===== src/rtl/ram_arb_pkg.sv =====
// Shared types and constants for the two-port RAM arbiter.
package ram_arb_pkg;

    typedef enum logic [1:0] {
        StIdle   = 2'd0,
        StAccess = 2'd1,
        StResp   = 2'd2
    } state_e;

    localparam logic PORT_CPU = 1'b0;
    localparam logic PORT_DBG = 1'b1;

endpackage


===== src/rtl/ram_arbiter_if.sv =====
// Requester-side and RAM-side signal bundle for ram_arbiter.
interface ram_arbiter_if #(
    parameter int unsigned AW = 8,
    parameter int unsigned DW = 8
);
    logic          req0;
    logic          req1;
    logic          we0;
    logic          we1;
    logic [AW-1:0] addr0;
    logic [AW-1:0] addr1;
    logic [DW-1:0] wdata0;
    logic [DW-1:0] wdata1;
    logic          gnt0;
    logic          gnt1;
    logic          rvalid0;
    logic          rvalid1;
    logic [DW-1:0] rdata;
    logic          ram_ena;
    logic          ram_read;
    logic          ram_write;
    logic [AW-1:0] ram_addr;
    logic [DW-1:0] ram_wdata;
    logic [DW-1:0] ram_rdata;

    modport slave (
        input  req0, req1, we0, we1, addr0, addr1, wdata0, wdata1, ram_rdata,
        output gnt0, gnt1, rvalid0, rvalid1, rdata,
        output ram_ena, ram_read, ram_write, ram_addr, ram_wdata
    );

    modport master (
        output req0, req1, we0, we1, addr0, addr1, wdata0, wdata1, ram_rdata,
        input  gnt0, gnt1, rvalid0, rvalid1, rdata,
        input  ram_ena, ram_read, ram_write, ram_addr, ram_wdata
    );

endinterface


===== src/rtl/arb_rr_sel.sv =====
// Combinational 2-way winner select. RAM_ARB_CPU_PRIO_EN selects fixed port-0
// priority; otherwise the port not served last wins contention.
module arb_rr_sel
    import ram_arb_pkg::*;
(
    input  logic req0,
    input  logic req1,
    input  logic last,
    output logic winner
);

    always_comb begin
        winner = PORT_CPU;
        if (req0 && req1) begin
`ifdef RAM_ARB_CPU_PRIO_EN
            winner = PORT_CPU;
`else
            winner = (last == PORT_CPU) ? PORT_DBG : PORT_CPU;
`endif
        end else if (req1) begin
            winner = PORT_DBG;
        end
    end

endmodule


===== src/rtl/ram_arbiter.sv =====
// Shares a single-port RAM between the CPU (port 0) and debug loader (port 1).
// Define RAM_ARB_CPU_PRIO_EN for fixed CPU priority instead of round-robin.
module ram_arbiter
    import ram_arb_pkg::*;
#(
    parameter int unsigned AW = 8,
    parameter int unsigned DW = 8
) (
    input  logic          clk,
    input  logic          rst,
    ram_arbiter_if.slave  bus
);

    state_e        state_q, state_d;
    logic          port_q;
    logic          last_q;
    logic          we_q;
    logic [AW-1:0] addr_q;
    logic [DW-1:0] wdata_q;
    logic [DW-1:0] rdata_q;
    logic          winner;
    logic          any_req;

    assign any_req = bus.req0 || bus.req1;

    arb_rr_sel u_sel (
        .req0   (bus.req0),
        .req1   (bus.req1),
        .last   (last_q),
        .winner (winner)
    );

    always_ff @(posedge clk) begin
        if (rst) begin
            state_q <= StIdle;
            port_q  <= PORT_CPU;
            last_q  <= PORT_DBG;
            we_q    <= 1'b0;
            addr_q  <= '0;
            wdata_q <= '0;
            rdata_q <= '0;
        end else begin
            state_q <= state_d;
            if (state_q == StIdle && any_req) begin
                port_q  <= winner;
                we_q    <= (winner == PORT_DBG) ? bus.we1    : bus.we0;
                addr_q  <= (winner == PORT_DBG) ? bus.addr1  : bus.addr0;
                wdata_q <= (winner == PORT_DBG) ? bus.wdata1 : bus.wdata0;
            end
            if (state_q == StResp) begin
                last_q <= port_q;
                if (!we_q) begin
                    rdata_q <= bus.ram_rdata;
                end
            end
        end
    end

    always_comb begin
        state_d = state_q;
        unique case (state_q)
            StIdle:   if (any_req) state_d = StAccess;
            StAccess: state_d = StResp;
            StResp:   state_d = StIdle;
            default:  state_d = StIdle;
        endcase
    end

    logic in_access;
    logic resp_read;

    assign in_access = (state_q == StAccess);
    assign resp_read = (state_q == StResp) && !we_q;

    always_comb begin
        bus.ram_ena   = in_access;
        bus.ram_read  = in_access && !we_q;
        bus.ram_write = in_access && we_q;
        bus.ram_addr  = addr_q;
        bus.ram_wdata = wdata_q;
        bus.gnt0      = in_access && (port_q == PORT_CPU);
        bus.gnt1      = in_access && (port_q == PORT_DBG);
        bus.rvalid0   = resp_read && (port_q == PORT_CPU);
        bus.rvalid1   = resp_read && (port_q == PORT_DBG);
        // RAM data arrives during RESP; pass it straight through, then hold it.
        bus.rdata     = resp_read ? bus.ram_rdata : rdata_q;
    end

endmodule


===== src/flat_wrapper.sv =====
// flat-port wrapper written by rule: the top's interface ports become plain ports
module ram_arbiter_flat import ram_arb_pkg::*;
#(
    parameter int unsigned AW = 8,
    parameter int unsigned DW = 8
)
  (clk, rst, bus_req0, bus_req1, bus_we0, bus_we1, bus_addr0, bus_addr1, bus_wdata0, bus_wdata1, bus_ram_rdata, bus_gnt0, bus_gnt1, bus_rvalid0, bus_rvalid1, bus_rdata, bus_ram_ena, bus_ram_read, bus_ram_write, bus_ram_addr, bus_ram_wdata);
  ram_arbiter_if #(.AW(AW), .DW(DW)) bus_i ();
  input  logic clk;
  input  logic rst;
  input wire logic [$bits(bus_i.req0)-1:0] bus_req0;
  input wire logic [$bits(bus_i.req1)-1:0] bus_req1;
  input wire logic [$bits(bus_i.we0)-1:0] bus_we0;
  input wire logic [$bits(bus_i.we1)-1:0] bus_we1;
  input wire logic [$bits(bus_i.addr0)-1:0] bus_addr0;
  input wire logic [$bits(bus_i.addr1)-1:0] bus_addr1;
  input wire logic [$bits(bus_i.wdata0)-1:0] bus_wdata0;
  input wire logic [$bits(bus_i.wdata1)-1:0] bus_wdata1;
  input wire logic [$bits(bus_i.ram_rdata)-1:0] bus_ram_rdata;
  output wire logic [$bits(bus_i.gnt0)-1:0] bus_gnt0;
  output wire logic [$bits(bus_i.gnt1)-1:0] bus_gnt1;
  output wire logic [$bits(bus_i.rvalid0)-1:0] bus_rvalid0;
  output wire logic [$bits(bus_i.rvalid1)-1:0] bus_rvalid1;
  output wire logic [$bits(bus_i.rdata)-1:0] bus_rdata;
  output wire logic [$bits(bus_i.ram_ena)-1:0] bus_ram_ena;
  output wire logic [$bits(bus_i.ram_read)-1:0] bus_ram_read;
  output wire logic [$bits(bus_i.ram_write)-1:0] bus_ram_write;
  output wire logic [$bits(bus_i.ram_addr)-1:0] bus_ram_addr;
  output wire logic [$bits(bus_i.ram_wdata)-1:0] bus_ram_wdata;
  assign bus_i.req0 = bus_req0;
  assign bus_i.req1 = bus_req1;
  assign bus_i.we0 = bus_we0;
  assign bus_i.we1 = bus_we1;
  assign bus_i.addr0 = bus_addr0;
  assign bus_i.addr1 = bus_addr1;
  assign bus_i.wdata0 = bus_wdata0;
  assign bus_i.wdata1 = bus_wdata1;
  assign bus_i.ram_rdata = bus_ram_rdata;
  assign bus_gnt0 = bus_i.gnt0;
  assign bus_gnt1 = bus_i.gnt1;
  assign bus_rvalid0 = bus_i.rvalid0;
  assign bus_rvalid1 = bus_i.rvalid1;
  assign bus_rdata = bus_i.rdata;
  assign bus_ram_ena = bus_i.ram_ena;
  assign bus_ram_read = bus_i.ram_read;
  assign bus_ram_write = bus_i.ram_write;
  assign bus_ram_addr = bus_i.ram_addr;
  assign bus_ram_wdata = bus_i.ram_wdata;
  ram_arbiter #(.AW(AW), .DW(DW)) u_core (.clk(clk), .rst(rst), .bus(bus_i));
endmodule

===== config.mk =====
export PLATFORM = sky130hd
export DESIGN_NAME = ram_arbiter_flat
export DESIGN_NICKNAME = d
export VERILOG_FILES = /design/src/rtl/ram_arb_pkg.sv /design/src/rtl/ram_arbiter_if.sv /design/src/rtl/arb_rr_sel.sv /design/src/rtl/ram_arbiter.sv /design/src/flat_wrapper.sv
export SDC_FILE = /design/constraint.sdc
export NUM_CORES = 1
export LEC_CHECK = 0
export CAP_MARGIN = 10
export CORE_MARGIN = 2
export CORE_UTILIZATION = 36
export CTS_BUF_LIST = sky130_fd_sc_hd__clkbuf_2
export CTS_CLUSTER_DIAMETER = 50
export DETAILED_ROUTE_END_ITERATION = 12
export PLACE_DENSITY = 0.79
export SYNTH_ARGS = -nofsm -noshare
export SYNTH_HDL_FRONTEND = slang
export SYNTH_SLANG_ARGS = --single-unit

===== constraint.sdc =====
create_clock -name clk -period 1.4 [get_ports clk]
set_clock_uncertainty 0.15 [all_clocks]
set_input_delay 0.28 -clock clk [delete_from_list [all_inputs] [get_ports clk]]
set_output_delay 0.28 -clock clk [all_outputs]
set_load 0.01 [all_outputs]

Word-level counts from Yosys, hierarchy flattened. Index checks and enable logic that the tools add are counted.

Flip-flop bits (word level): 29. Output and inout bits: 31. Logic and storage cells: 34.

Eq/ne operators: 3. Multiplexer cells: 9. Bitwise logic cells: 2. Reductions and logical operators: 13.

Operators with widths (number): $mux 8 (3); $logic_and 1x1->1 (9); $mux 1 (4); $pmux 2 s2 (1); $eq 2x1->1 const B (1); $eq 2x2->1 const B (1); $logic_not 2->1 (1); $mux 2 (1); $ne 2x1->1 const B (1); $not 1->1 (2); $reduce_and 2->1 (1); $logic_not 1->1 (1); $logic_or 1x1->1 (1).

Logic depth before layout (Yosys ltp).
Depth in word-level cells: 3. Mapped depth: 5.

Hierarchy. From an unflattened synthesis, not the netlist that was laid out.

Cells, all modules: 130. Area, all modules: 1423.9 um^2.

By module, submodules not included: ram_arbiter (times used 1, cells an instance 129, area each 1412.6 um^2); arb_rr_sel (times used 1, cells an instance 1, area each 11.3 um^2).

Worst setup path after synthesis. No wires, ideal clock.

Path type: reg-to-output. Start point: register u_core.state_q[1]. End point: output port bus_rdata[0]. Arrival time: 1.040 ns. Required time: 0.970 ns. Setup slack: -0.070 ns. Stages on the path, launching flop included: 4. Cells stage by stage: dfxtp_1 nor3b_1 buf_4 mux2_2.

Cells in the longest elaborated chain, start to end: 3.

Ends and longest elaborated chain: start: declaration (line ram_arbiter.sv:14) `state_e state_q, state_d;`; start signal: assignment (line ram_arbiter.sv:35) `state_q <= StIdle;`; start signal: assignment (line ram_arbiter.sv:43) `state_q <= state_d;`; $eq 2x2->1 (line ram_arbiter.sv:73) `assign resp_read = (state_q == StResp) && !we_q;`; $logic_and 1x1->1 (line ram_arbiter.sv:73); $mux 8 (line ram_arbiter.sv:86) `bus.rdata = resp_read ? bus.ram_rdata : rdata_q;`; end: declaration (line flat_wrapper.sv:24) `output wire logic [$bits(bus_i.rdata)-1:0] bus_rdata;`.

Every way passes these cells.

Worst setup path in the final report.
Start point: register u_core.state_q[1]. End point: output port bus_rdata[1].

The elaborated chain is that of the path after synthesis.

==> results by group <==
Pwr
  • PwrDens: 835 nW/µm²
  • Net switching power: 703 µW
  • Peak VDD IR: 629 µV
  • Reg power frac: 43.5%
  • Switching part of the total power: 31.8%
  • Tot Pwr: 2210 µW
  • Clock power share: 19.0%
  • Pint: 1510 µW
  • Comb power frac: 37.5%
  • LEAKAGE: 0.00111 µW

Drt
  • Final ANT Viol Nets: 0
  • Vias/cell: 4.85
  • WL per Instance: 14.1 µm
  • Routed wire length: 4230 µm
  • TritonRoute pass-1 iters: 4
  • Vias: 1,460
  • DRC Markers: 0
  • Number of DRC markers in iteration 0: 19

Die
  • Placeable core area: 3660 µm²
  • Die span in y: 65.7 µm
  • Starting Density: 37.5%
  • Die area: 4320 µm²
  • Die Wd: 65.7 µm
  • Row count: 22
  • Top Ports: 77

Timing
  • Fmax: 484 MHz
  • Rel. slew slack: 85.1%
  • Worst setup margin: -0.666 ns
  • Final hold violation count: 0
  • Fin crit share: 148%
  • Final Slew Violations: 0
  • Fin crit period: 2.07 ns
  • Worst-margin pin slew: 0.223 ns
  • WHS: 0.308 ns
  • Setup-failing EPs final: 42
  • RSZ-0062 raised after global routing: true

Yosys
  • Area share of fa/ha/maj cells after synthesis: 0%
  • Number of enable flip-flop cells after synthesis: 0
  • Synth Net Count: 194
  • Largest family of logic cells by synthesized area: compound AO/OA/AOI/OAI gates
  • Syn Area/Cell: 9.27 µm²
  • Synth Instances: 148
  • Sequential area share after synthesis: 42.3%
  • Syn Std Cell Area: 1370 µm²
  • Xor-xnor portion of the synthesized cell area: 0%
  • Post-synthesis mux area share: 6.56%
  • Post-synthesis cell type count: 22
  • Seq cells post-synth: 29
  • Synth Area in Compound Gates: 25.0%
  • Post-Synth Simple-Gate Area: 19.7%
  • Yosys Warn Count: 0
  • Asr flop ratio synth: 0%
  • Synth Flop Type: dfxtp_1

Cells and area
  • Post-layout nets: 298
  • Share of layout cells above drive strength 1: 57.7%
  • Finished Core Util: 72.2%
  • Area added between synthesis and finish: 92.6%
  • FILL cells: 298
  • Most frequent cells in the layout: clkdlybuf4s50_1, nand2_1, buf_6, dfxtp_2, buf_4
  • Commonest non-fill, non-tap cell in the layout: clkdlybuf4s50_1
  • Antenna diode count: 0

Clock tree
  • CTS Hold Bufs: 0
  • CTS sink count: 29
  • Clk_lat worst skew: 0.35 ns
  • Max clock buf depth: 2
  • Root buf cell: clkbuf_2
  • CTS clock-pin slew for the worst setup and hold paths: 0.16 ns
  • Num CTS Buffers: 5
  • H-tree levels: 2
  • TritonCTS clock tree: yes

Critical path
  • Critical path class: reg2out
  • CP required: 0.97 ns
  • Worst setup EP type: output pin
  • CP Data Arrival Time: 1.64 ns
  • Startpoint types: register
  • Worst Path Max Fanout: 5

Global route
  • Overflow after GRT: 0
  • Initial antenna violation count: 0
  • Number of global-route vias before repair: 1,455
  • Global-route wire length before repair: 6640 µm
  • Maximum number of pins on one net before global-route repair: 13
  • Total track usage: 20.1%

Placed design
  • GP Congestion: 0.763
  • Number of I/O port buffers: 76
  • Hpwl dp: 2760 µm

Worst hold path
  • Tightest Hold Check Type: in2reg

Run status
  • Failing checks: setup timing
  • Status: finished with violations

Flow run
  • Max-Cap Viols: 0
-- synth_stat cells, drive strengths merged (2+ instances only) --
cell type,n,area share [%]
a21bo,2,1.5
a21oi,18,6.6
a311oi,17,15
and2,4,2.0
buf,11,5.7
clkbuf,2,0.55
dfxtp,29,42
mux2,8,6.6
nand2,34,9.3
nor2,4,1.1
nor2b,12,5.5
-- what timing repair did --
item / in CTS / in global routing
endpoints found under the setup margin: 45 / 57
pin swaps: 10 / 19
buffers inserted: 5 / 7
cloned: 3 / 2
resized for setup: 135 / 71
-- path summary, 6_finish.rpt --
| path | endpoint | slack (ns) | startpoint | depth (start not counted) |
|---|---|---|---|---|
| max | bus_rdata[1] | -0.67 | u_core.state_q[1] | 5 |
| max reg2reg | u_core.rdata_q[6] | -0.14 | u_core.state_q[1] | 5 |
| min reg2reg | u_core.bus.ram_addr[1] | 0.35 | u_core.bus.ram_addr[1] | 2 |
| min | u_core.port_q | 0.31 | bus_req0 | 5 |
-- kinds of logic (layout without fill, tap and decap cells) --
logic type	count (synthesis)	in the layout
simple gates	58	61
flops	29	29
compound gates	39	39
mux	8	8
buf+inv	14	116
-- flip-flops by register name (all words and copies together) (netlist names) --
| signal | count |
|---|---|
| u_core.bus.ram_addr | 8 |
| u_core.we_q | 1 |
| u_core.rdata_q | 8 |
| u_core.port_q | 1 |
| u_core.bus.ram_wdata | 8 |
| u_core.state_q | 2 |
| u_core.last_q | 1 |
-- per-stage QoR --
stage | worst slack (ns) | TNS, ns | instance area, µm² | instances
after global placement | -0.512 | -12.61 | 2290 | 277
after detailed placement | -0.536 | -13.51 | 2290 | 277
after floorplan | -0.0191 | -0.153 | 1410 | 148
after global routing | -0.763 | -11.14 | 2640 | 301
after CTS | -0.701 | -8.41 | 2450 | 293
final | -0.666 | -8.20 | 2640 | 301
-- worst max-delay path, stage by stage, from the launching register on --
cell     delay, ns
dfxtp_2       0.38
nor3b_4       0.23
buf_6         0.17
buf_6         0.10
mux2_4        0.29
buf_6         0.12
-- metal layers --
layer	global-route usage [%]	part of all wire, %	vias up
li1	-	-	730
met2	37.1	52	54
met1	22.2	40	672
met3	6.34	7.0	4
met4	4.69	0.85	0
met5	0	0	-
-- area by class of cell --
class / count / area (µm²) / share of cell area [%]
clock buffer: 5 / 25.0 / 0.947
multi-input combinational: 108 / 943 / 35.7
tap: 48 / 60.1 / 2.27
inverter: 1 / 3.75 / 0.142
sequential: 29 / 603 / 22.8
timing repair buffer: 107 / 991 / 37.5
clock inverter: 3 / 17.5 / 0.663
-- power by group through the flow --
stage	combinational (µW)	clock, µW	sequential (µW)
6_report	827	421	960
3_5_place_dp	684	0	956
2_1_floorplan	298	0	979
5_1_grt	892	468	968
4_1_cts	718	434	945
3_3_place_gp	675	0	952
Power figures use the tool's default switching activity.
